$ cat config.mk
export PLATFORM = sky130hd
export DESIGN_NAME = multicycle_control_unit
export DESIGN_NICKNAME = d
export VERILOG_FILES = /design/src/rtl/multicycle_control_unit.sv
export SDC_FILE = /design/constraint.sdc
export NUM_CORES = 1
export LEC_CHECK = 0
export CAP_MARGIN = 5
export CORE_MARGIN = 2
export CORE_UTILIZATION = 37
export DETAILED_ROUTE_END_ITERATION = 10
export PLACE_DENSITY_LB_ADDON = 0.15
export RECOVER_POWER = 50
export SETUP_SLACK_MARGIN = 0.2
export SLEW_MARGIN = 20
export SYNTH_ARGS = -nofsm -noshare
export SYNTH_HDL_FRONTEND = slang
export SYNTH_SLANG_ARGS = --single-unit
$ cat constraint.sdc
create_clock -name clk -period 2.1 [get_ports clk]
set_clock_uncertainty 0.2 [all_clocks]
set_input_delay 0.42 -clock clk [delete_from_list [all_inputs] [get_ports clk]]
set_output_delay 0.42 -clock clk [all_outputs]
set_load 0.02 [all_outputs]
$ cat src/rtl/multicycle_control_unit.sv
// Moore-style control FSM for a multi-cycle RV32I datapath. It sequences
// fetch/decode/execute/memory/writeback over one shared ALU and one memory port.
module multicycle_control_unit #(
    parameter int MEM_HANDSHAKE = 1,
    parameter int MEM_LATENCY   = 1
) (
    input  logic       clk,
    input  logic       rst,
    input  logic [6:0] opcode,
    input  logic [2:0] funct3,
    input  logic [6:0] funct7,
    input  logic       Zero,
    input  logic       mem_ready,
    output logic       PCWrite,
    output logic       IRWrite,
    output logic       AdrSrc,
    output logic       MemRead,
    output logic       MemWrite,
    output logic [2:0] MemSize,
    output logic       RegWrite,
    output logic [1:0] ALUSrcA,
    output logic [1:0] ALUSrcB,
    output logic [2:0] ImmSrc,
    output logic [1:0] ResultSrc,
    output logic [3:0] ALUControl,
    output logic       Illegal
);

    localparam int CW = (MEM_LATENCY > 1) ? $clog2(MEM_LATENCY) : 1;

    localparam logic [3:0] S_FETCH  = 4'd0;
    localparam logic [3:0] S_DECODE = 4'd1;
    localparam logic [3:0] S_MEMADR = 4'd2;
    localparam logic [3:0] S_MEMRD  = 4'd3;
    localparam logic [3:0] S_MEMWB  = 4'd4;
    localparam logic [3:0] S_MEMWR  = 4'd5;
    localparam logic [3:0] S_EXECR  = 4'd6;
    localparam logic [3:0] S_EXECI  = 4'd7;
    localparam logic [3:0] S_LUI    = 4'd8;
    localparam logic [3:0] S_AUIPC  = 4'd9;
    localparam logic [3:0] S_ALUWB  = 4'd10;
    localparam logic [3:0] S_BRANCH = 4'd11;
    localparam logic [3:0] S_JAL    = 4'd12;
    localparam logic [3:0] S_JALR1  = 4'd13;
    localparam logic [3:0] S_JALR2  = 4'd14;
    localparam logic [3:0] S_TRAP   = 4'd15;

    localparam logic [6:0] OPC_LOAD   = 7'b0000011;
    localparam logic [6:0] OPC_STORE  = 7'b0100011;
    localparam logic [6:0] OPC_OP     = 7'b0110011;
    localparam logic [6:0] OPC_OPIMM  = 7'b0010011;
    localparam logic [6:0] OPC_LUI    = 7'b0110111;
    localparam logic [6:0] OPC_AUIPC  = 7'b0010111;
    localparam logic [6:0] OPC_BRANCH = 7'b1100011;
    localparam logic [6:0] OPC_JAL    = 7'b1101111;
    localparam logic [6:0] OPC_JALR   = 7'b1100111;

    localparam logic [3:0] ALU_ADD  = 4'h0;
    localparam logic [3:0] ALU_SUB  = 4'h1;
    localparam logic [3:0] ALU_PASS = 4'h2;
    localparam logic [3:0] ALU_SLTU = 4'h3;
    localparam logic [3:0] ALU_SLT  = 4'h4;
    localparam logic [3:0] ALU_XOR  = 4'h5;
    localparam logic [3:0] ALU_OR   = 4'h6;
    localparam logic [3:0] ALU_AND  = 4'h7;
    localparam logic [3:0] ALU_SLL  = 4'h8;
    localparam logic [3:0] ALU_SRL  = 4'h9;
    localparam logic [3:0] ALU_SRA  = 4'hA;

    logic [3:0]    r_state;
    logic [3:0]    w_next;
    logic [CW-1:0] r_cnt;
    logic          w_in_mem;
    logic          w_mem_ok;
    logic          w_alt;
    logic          w_r_ok;
    logic          w_i_ok;
    logic          w_taken;
    logic [3:0]    w_arith_alu;
    logic [3:0]    w_branch_alu;

    assign w_in_mem = (r_state == S_FETCH) || (r_state == S_MEMRD) || (r_state == S_MEMWR);
    assign w_mem_ok = (MEM_HANDSHAKE != 0) ? mem_ready : (r_cnt == CW'(MEM_LATENCY - 1));

    // funct7 = 0100000 is the only non-zero encoding that selects an alternate op.
    assign w_alt  = (funct7 == 7'b0100000);
    assign w_r_ok = (funct7 == 7'd0) || w_alt;
    assign w_i_ok = (funct3 == 3'b001) ? (funct7 == 7'd0) :
                    (funct3 == 3'b101) ? w_r_ok : 1'b1;

    assign w_branch_alu = funct3[2] ? (funct3[1] ? ALU_SLTU : ALU_SLT) : ALU_SUB;
    assign w_taken      = Zero ^ funct3[2] ^ funct3[0];

    // NOTE: every signal written in a combinational block gets a default first, so no latch is inferred.
    always_comb begin
        w_arith_alu = ALU_ADD;
        case (funct3)
            3'b000:  w_arith_alu = (opcode == OPC_OP && w_alt) ? ALU_SUB : ALU_ADD;
            3'b001:  w_arith_alu = ALU_SLL;
            3'b010:  w_arith_alu = ALU_SLT;
            3'b011:  w_arith_alu = ALU_SLTU;
            3'b100:  w_arith_alu = ALU_XOR;
            3'b101:  w_arith_alu = w_alt ? ALU_SRA : ALU_SRL;
            3'b110:  w_arith_alu = ALU_OR;
            default: w_arith_alu = ALU_AND;
        endcase
    end

    always_comb begin
        w_next = r_state;
        case (r_state)
            S_FETCH:  if (w_mem_ok) w_next = S_DECODE;
            S_DECODE: begin
                case (opcode)
                    OPC_LOAD:   w_next = (funct3 == 3'b011 || funct3[2:1] == 2'b11) ? S_TRAP : S_MEMADR;
                    OPC_STORE:  w_next = (funct3[2] || funct3 == 3'b011) ? S_TRAP : S_MEMADR;
                    OPC_OP:     w_next = S_EXECR;
                    OPC_OPIMM:  w_next = S_EXECI;
                    OPC_LUI:    w_next = S_LUI;
                    OPC_AUIPC:  w_next = S_AUIPC;
                    OPC_BRANCH: w_next = (funct3[2:1] == 2'b01) ? S_TRAP : S_BRANCH;
                    OPC_JAL:    w_next = S_JAL;
                    OPC_JALR:   w_next = (funct3 != 3'b000) ? S_TRAP : S_JALR1;
                    default:    w_next = S_TRAP;
                endcase
            end
            S_MEMADR: w_next = (opcode == OPC_STORE) ? S_MEMWR : S_MEMRD;
            S_MEMRD:  if (w_mem_ok) w_next = S_MEMWB;
            S_MEMWB:  w_next = S_FETCH;
            S_MEMWR:  if (w_mem_ok) w_next = S_FETCH;
            S_EXECR:  w_next = w_r_ok ? S_ALUWB : S_TRAP;
            S_EXECI:  w_next = w_i_ok ? S_ALUWB : S_TRAP;
            S_LUI:    w_next = S_ALUWB;
            S_AUIPC:  w_next = S_ALUWB;
            S_ALUWB:  w_next = S_FETCH;
            S_BRANCH: w_next = S_FETCH;
            S_JAL:    w_next = S_ALUWB;
            S_JALR1:  w_next = S_JALR2;
            S_JALR2:  w_next = S_ALUWB;
            default:  w_next = S_TRAP;
        endcase
    end

    always_comb begin
        PCWrite    = 1'b0;
        IRWrite    = 1'b0;
        AdrSrc     = 1'b0;
        MemRead    = 1'b0;
        MemWrite   = 1'b0;
        MemSize    = 3'b000;
        RegWrite   = 1'b0;
        ALUSrcA    = 2'b00;
        ALUSrcB    = 2'b00;
        ImmSrc     = 3'b000;
        ResultSrc  = 2'b00;
        ALUControl = ALU_ADD;
        Illegal    = 1'b0;
        case (r_state)
            S_FETCH: begin
                MemRead   = 1'b1;
                ALUSrcB   = 2'b10;
                ResultSrc = 2'b10;
                IRWrite   = w_mem_ok;
                PCWrite   = w_mem_ok;
            end
            S_DECODE: begin
                ALUSrcA = 2'b01;
                ALUSrcB = 2'b01;
                ImmSrc  = (opcode == OPC_JAL) ? 3'b100 : 3'b010;
            end
            S_MEMADR: begin
                ALUSrcA = 2'b10;
                ALUSrcB = 2'b01;
                ImmSrc  = (opcode == OPC_STORE) ? 3'b001 : 3'b000;
            end
            S_MEMRD: begin
                AdrSrc  = 1'b1;
                MemRead = 1'b1;
                MemSize = funct3;
            end
            S_MEMWB: begin
                ResultSrc = 2'b01;
                RegWrite  = 1'b1;
            end
            S_MEMWR: begin
                AdrSrc   = 1'b1;
                MemWrite = 1'b1;
                MemSize  = funct3;
            end
            S_EXECR: begin
                ALUSrcA    = 2'b10;
                ALUControl = w_arith_alu;
            end
            S_EXECI: begin
                ALUSrcA    = 2'b10;
                ALUSrcB    = 2'b01;
                ALUControl = w_arith_alu;
            end
            S_LUI: begin
                ALUSrcB    = 2'b01;
                ImmSrc     = 3'b011;
                ALUControl = ALU_PASS;
            end
            S_AUIPC: begin
                ALUSrcA = 2'b01;
                ALUSrcB = 2'b01;
                ImmSrc  = 3'b011;
            end
            S_ALUWB:  RegWrite = 1'b1;
            S_BRANCH: begin
                ALUSrcA    = 2'b10;
                ALUControl = w_branch_alu;
                PCWrite    = w_taken;
            end
            S_JAL, S_JALR2: begin
                PCWrite = 1'b1;
                ALUSrcA = 2'b01;
                ALUSrcB = 2'b10;
            end
            S_JALR1: begin
                ALUSrcA = 2'b10;
                ALUSrcB = 2'b01;
            end
            default: Illegal = 1'b1;
        endcase
    end

    // NOTE: sequential state uses non-blocking assignments so every register samples pre-edge values.
    always_ff @(posedge clk) begin
        if (rst) begin
            r_state <= S_FETCH;
            r_cnt   <= '0;
        end else begin
            r_state <= w_next;
            // The wait counter only runs while a memory access is outstanding.
            if (w_in_mem && !w_mem_ok) r_cnt <= r_cnt + CW'(1);
            else                       r_cnt <= '0;
        end
    end

endmodule

==> flow_metrics.tcl, run 1 <==
set metrics [dict create \
    status "did not finish" \
    failed_stage "5_1_grt" \
    error "[ERROR DPL-0038] Utilization greater than 100%, impossible to legalize" \
    ys_types 52 \
    yosys_warnings 0 \
    die_height_um 53.4 \
    ys.flop_type "dfxtp_1" \
    synth_edf_count 0 \
    cts_buffer_depth 2 \
    ios 44 \
    yosys.area.top_type "dfxtp_1" \
    synth_nets 167 \
    synthArstFlopShare_pct 0 \
    root_buffer "clkbuf_4" \
    dp_hpwl_um 3010 \
    yosysTopAreaCellShare_pct 8.86 \
    yosysMostFrequentCell "nor2_1" \
    synth_seq_area_share_pct 8.86 \
    grt_max_degree 10 \
    netlist_instances 146 \
    numCtsBuffers 3 \
    synthTopCellsByCount "nor2_1, nand2_1, a21oi_1, o21ai_0, nor3_1" \
    worst_path_end_type "primary output" \
    place_inst 252 \
    gp_congestion 0.863 \
    initial_core_util_pct 40.1 \
    yosys-top-cells-area "dfxtp_1, nor2_1, nand2_1, a21oi_1, o21ai_0" \
    numPortBuffers 43 \
    cts.htree.levels 1 \
    synth_area_per_cell_um2 6.19 \
    ys_ff_latch 4 \
    placementRows 17 \
    worstEndpointGrtRepair "ALUControl[0]" \
    placed_area_mm2 0.00176 \
    die_x_um 53.4 \
    cts_hold_buffers 0 \
    synth_area_um2 903 \
    cts_sinks 4 \
]
## stage by stage
step,util (%),TNS [ps],setup WS (ps)
4_1_cts,98.1,-1440,-600
3_5_place_dp,78.1,-11880,-1280
3_3_place_gp,78.1,-10950,-1240
2_1_floorplan,-,-500,-276
## timing repair
action                                 CTS
resized for setup                      282
pin swaps                               33
cloned                                   0
buffers inserted                        20
endpoints found under the hold margin    0
setup endpoints to repair               27
## cell families after synthesis
logic type                Yosys count  synth area share (%)
AOI/OAI and AO/OA                  47                  35.6
DFF                                 4                  8.86
xor gates and xnor gates            4                  3.88
and+or+nand+nor                    73                  42.5
buffers and inverters              18                  9.14
==> run 2, diff against run 1 <==
--- a/config.mk
+++ b/config.mk
@@ -7,11 +7,10 @@
 export LEC_CHECK = 0
 export CAP_MARGIN = 5
 export CORE_MARGIN = 2
-export CORE_UTILIZATION = 37
+export CORE_UTILIZATION = 25
 export DETAILED_ROUTE_END_ITERATION = 10
 export PLACE_DENSITY_LB_ADDON = 0.15
 export RECOVER_POWER = 50
-export SETUP_SLACK_MARGIN = 0.2
 export SLEW_MARGIN = 20
 export SYNTH_ARGS = -nofsm -noshare
 export SYNTH_HDL_FRONTEND = slang
==> constraint.sdc (replaced) <==
create_clock -name clk -period 2.7 [get_ports clk]
set_clock_uncertainty 0.2 [all_clocks]
set_input_delay 0.54 -clock clk [delete_from_list [all_inputs] [get_ports clk]]
set_output_delay 0.54 -clock clk [all_outputs]
set_load 0.02 [all_outputs]
==> run 2 against run 1 <==
  * The flow now finishes, with violations (setup timing)
  * Area after synthesis did not move
  * Synthesized cell count did not move
==> flow_metrics.tcl, run 2 <==
set metrics [dict create \
    cp-end-kind "primary output" \
    final.setup.tns_ps -195 \
    clkTransAtPathRegs_ps 40 \
    cts_tree "built" \
    clk_latency_ps 230 \
    placementRows 21 \
    status "finished with violations" \
    rsz0062_at_grt "true" \
    regMostFlops "r_state" \
    root_buffer "clkbuf_4" \
    cts_sinks 4 \
    cts_hold_buffers 0 \
    hold_class "reg -> reg" \
    drc 0 \
    syn_to_final_growth_pct 88.4 \
    grt_max_degree 14 \
    cts_buffer_depth 2 \
    cts.htree.levels 1 \
    power_leakage_nw 0.751 \
    via_per_inst 5.00 \
    drt-initial-drc-count 69 \
    worst-endpoint-arrival_ps 2080 \
    max_cap_viol_count 0 \
    die_x_um 64.1 \
    synth_area_per_cell_um2 6.19 \
    fin_crit_ps 2820 \
    yosys_warnings 0 \
    fin_nets 243 \
    yosys.area.top_type "dfxtp_1" \
    start_kind "primary input" \
    coreArea_mm2 0.00342 \
    power_density_mw_per_mm2 653 \
    synth_nets 167 \
    grt_pass1_vias 1300 \
    fin_util_pct 49.8 \
    cp_data_required_time_ps 1960 \
    initial_core_util_pct 26.4 \
    wl_um 3460 \
    ys_ff_latch 4 \
    drive_above_1_share_pct 35.9 \
    die_height_um 64.1 \
    dp_hpwl_um 2730 \
    report.final.slew_viol_count 0 \
    synthTopCellsByCount "nor2_1, nand2_1, a21oi_1, o21ai_0, nor3_1" \
    tightest_slew_ps 361 \
    synthArstFlopShare_pct 0 \
    antenna_left 0 \
    synth_area_um2 903 \
    first_pass_iters 4 \
    finalSetupViolCount 2 \
    numCtsBuffers 3 \
    yosys-top-cells-area "dfxtp_1, nor2_1, nand2_1, a21oi_1, o21ai_0" \
    p_total_mw 1.11 \
    ys_types 52 \
    grt_usage_pct 16.9 \
    gp_congestion 0.956 \
    final_cell_mix "buf_4, nor2_1, nand2_1" \
    numPortBuffers 43 \
    ios 44 \
    ys.flop_type "dfxtp_1" \
    synth_edf_count 0 \
    netlist_instances 146 \
    vias 1331 \
    yosysTopAreaCellShare_pct 8.86 \
    critical_path_class "in -> out" \
    reg_top3 "r_state: 4 flops" \
    max_freq_mhz 355 \
    placed_area_mm2 0.00160 \
    layout_setup_ws_ps -118 \
    final_cell_area_mm2 0.00170 \
    grt.overflow.total 0 \
    diodes 0 \
    path_max_fanout 2 \
    grt_pass1_wl_um 5690 \
    finalCritPeriodShare_pct 104 \
    violations "setup timing" \
    synth_seq_area_share_pct 8.86 \
    post_drt_wl_per_cell_um 13.0 \
    largest_reg_flops 4 \
    vdd_drop_max_mv 0.303 \
    antenna_found_initial 0 \
    yosysMostFrequentCell "nor2_1" \
    slew_headroom_pct 75.8 \
    final_common_cell "buf_4" \
    dp_slack_ps -972 \
    hold_viol 0 \
    dieArea_mm2 0.00411 \
]
[run 2: cell counts after synthesis]
Identical to the previous run, type by type.
[run 2: layer usage]
layer / routed length, um / global-route usage, % / up-vias / part of all wire [%]
met4: 0 / 0.266 / 0 / 0
met2: 1810 / 31.1 / 30 / 52
met5: 0 / 0 / - / 0
met3: 112 / 3.35 / 0 / 3.2
met1: 1530 / 21.4 / 623 / 44
li1: - / - / 678 / -
[run 2: layout make-up]
cell class,instances,area [um^2]
fill,365,1710
tap,46,57.6
timing repair buffer,83,663
inverter,6,22.5
sequential,4,82.6
multi-input combinational,124,853
clock buffer,3,22.5
[run 2: report_power, final]
group          total (mW)  switching (mW)  internal [mW]
Combinational       0.909           0.512          0.397
Sequential          0.130          0.0460         0.0843
Clock              0.0726          0.0229         0.0496
Total                1.11           0.581          0.531
[run 2: repair_timing]
| action | 4_1_cts | 5_1_grt |
|---|---|---|
| buffers inserted | 7 | 0 |
| setup endpoints to repair | 11 | 18 |
| pin swaps | 12 | 13 |
| gates cloned | 0 | 0 |
| gates resized for setup | 69 | 18 |
[run 2: critical path, stage by stage]
cell and delay (ps):
buf_6 90, or4_4 530, nor3_4 140, and2_4 180
buf_6 100, o22ai_4 60, a21oi_2 170, o41ai_4 100
buf_4 160
[run 2: final timing paths]
path | start | to | slack [ps] | cells past startpoint
min reg2reg | r_state[1] | r_state[1] | 340 | 2
min | r_state[1] | r_state[1] | 340 | 2
max | funct7[4] | ALUControl[0] | -120 | 9
max reg2reg | r_state[1] | r_state[2] | 550 | 7
[run 2: logic make-up (layout without fill, tap and decap cells)]
| group | after synthesis | after routing | share of synthesized area, % |
|---|---|---|---|
| compound gates | 47 | 47 | 35.6 |
| simple gates | 73 | 73 | 42.5 |
| buf+inv | 18 | 92 | 9.14 |
| xor+xnor | 4 | 4 | 3.88 |
| flops | 4 | 4 | 8.86 |
[run 2: per-stage QoR]
step                      hold WS, ps  cells
after floorplan                   405    146
after global placement            338    256
after detailed placement          339    256
after CTS                         344    266
after global routing              398    266
final                             344    266
Power figures use the tool's default switching activity.
==> run 3, diff against run 2 <==
--- a/config.mk
+++ b/config.mk
@@ -10,7 +10,6 @@
 export CORE_UTILIZATION = 25
 export DETAILED_ROUTE_END_ITERATION = 10
 export PLACE_DENSITY_LB_ADDON = 0.15
-export RECOVER_POWER = 50
 export SLEW_MARGIN = 20
 export SYNTH_ARGS = -nofsm -noshare
 export SYNTH_HDL_FRONTEND = slang
==> run 3 against run 2 <==
  * The flow still finishes with violations (setup timing)
  * Via count grew 0.23%
  * Die area unchanged
  * Sequential share of layout area shrank 0.13 points
  * Critical endpoint unchanged
==> flow_metrics.tcl, run 3 (same netlist as run 2, synthesis figures left out) <==
set metrics [dict create \
    status "finished with violations" \
    violations "setup timing" \
    crit_path_top_delay_cell "or4_4" \
    worst_path_largest_cell_delay_ps 530 \
    wl_um 3440 \
    die_height_um 64.1 \
    cts_tree "built" \
    antenna_found_initial 0 \
    fin_crit_ps 2820 \
    initial_core_util_pct 26.4 \
    cts_buffer_depth 2 \
    num-fill-cells 351 \
    cts.htree.levels 1 \
    cp_common_cell "buf_6" \
    dp_hpwl_um 2730 \
    cts_sinks 4 \
    finalCritPeriodShare_pct 104 \
    placementRows 21 \
    final_cell_mix "buf_4, nor2_1, clkdlybuf4s50_1" \
    tightest_slew_ps 371 \
    power_leakage_nw 0.835 \
    slew_headroom_pct 75.2 \
    finalSetupViolCount 2 \
    post_drt_wl_per_cell_um 12.9 \
    clkTransAtPathRegs_ps 40 \
    root_buffer "clkbuf_4" \
    vias 1334 \
    via_per_inst 5.02 \
    hold_slack_ps 343 \
    numPortBuffers 43 \
    gp_congestion 0.956 \
    p_total_mw 1.15 \
    die_x_um 64.1 \
    vdd_drop_max_mv 0.312 \
    grt_pass1_wl_um 5690 \
    path_cells "buf_6, or4_4, nor3_4, and2_4, buf_6, o22ai_4, a21oi_2, o41ai_4, buf_4" \
    grt_usage_pct 16.9 \
    fin_nets 243 \
    fin_util_pct 51.1 \
    cp_data_required_time_ps 1960 \
    drc 0 \
    critical_path_class "in -> out" \
    first_pass_iters 4 \
    drive_above_1_share_pct 36.4 \
    ios 44 \
    drt-initial-drc-count 67 \
    start_kind "primary input" \
    report.final.slew_viol_count 0 \
    hold_viol 0 \
    coreArea_mm2 0.00342 \
    layout_setup_ws_ps -117 \
    path_max_fanout 2 \
    regMostFlops "r_state" \
    grt_pass1_vias 1300 \
    power_density_mw_per_mm2 657 \
    grt.overflow.total 0 \
    antenna_left 0 \
    dieArea_mm2 0.00411 \
    max_cap_viol_count 0 \
    dp_slack_ps -972 \
    syn_to_final_growth_pct 93.4 \
    cp-end-kind "primary output" \
    numCtsBuffers 3 \
    reg_top3 "r_state: 4 flops" \
    final_common_cell "buf_4" \
    grt_max_degree 14 \
    largest_reg_flops 4 \
    final.setup.tns_ps -195 \
    clk_latency_ps 230 \
    diodes 0 \
    hold_class "reg -> reg" \
    max_freq_mhz 355 \
    worst-endpoint-arrival_ps 2080 \
    rsz0062_at_grt "true" \
]
run 3: cell types whose count changed in the layout (fill, tap and decap cells not counted), sizes merged:
cell           before  now
dlygate4sd3         3    0
clkbuf             10    5
clkdlybuf4s50      11   14
dlymetal6s2s        2    7
run 3: worst paths after layout:
kind | start | slack [ps] | end | cells after the start
max reg2reg | r_state[1] | 550 | r_state[2] | 7
min | r_state[1] | 340 | r_state[1] | 2
max | funct7[4] | -120 | ALUControl[0] | 9
min reg2reg | r_state[1] | 340 | r_state[1] | 2
run 3: layer usage:
layer | part of all wire [%] | wire length [um] | vias up | global-route usage (%)
li1 | - | - | 679 | -
met1 | 43 | 1480 | 623 | 21.4
met2 | 53 | 1820 | 32 | 31.1
met3 | 4.1 | 142 | 0 | 3.35
met4 | 0 | 0 | 0 | 0.266
met5 | 0 | 0 | - | 0
run 3: power by group:
| part | switching, mW | internal, mW | total, mW | leakage, nW |
|---|---|---|---|---|
| clock network | 0.0229 | 0.0496 | 0.0726 | 0.0138 |
| logic | 0.510 | 0.434 | 0.944 | 0.787 |
| registers | 0.0463 | 0.0843 | 0.131 | 0.0338 |
run 3: worst max-delay path, delay by kind of cell:
family                 cells  cell delay (ps)
and+or+nand+nor            3              850
buffers and inverters      3              350
AOI/OAI and AO/OA          3              330
run 3: stage by stage:
step / instance area (um^2) / cells
floorplan: 922 / 146
global placement: 1600 / 256
detailed placement: 1600 / 256
CTS: 1700 / 266
global route: 1750 / 266
finish: 1750 / 266
run 3: cell type report:
class	instances	area, um^2	area share (%)
Multi-Input combinational cell	124	853	48.9
Timing Repair Buffer	83	708	40.5
Sequential cell	4	82.6	4.73
Tap cell	46	57.6	3.30
Clock buffer	3	22.5	1.29
Inverter	6	22.5	1.29
run 3: timing repair:
action	4_1_cts	5_1_grt
pin swaps	12	13
endpoints found under the hold margin	0	0
hold buffers	0	0
gates resized for setup	69	18
endpoints found under the setup margin	11	18
buffers inserted	7	0
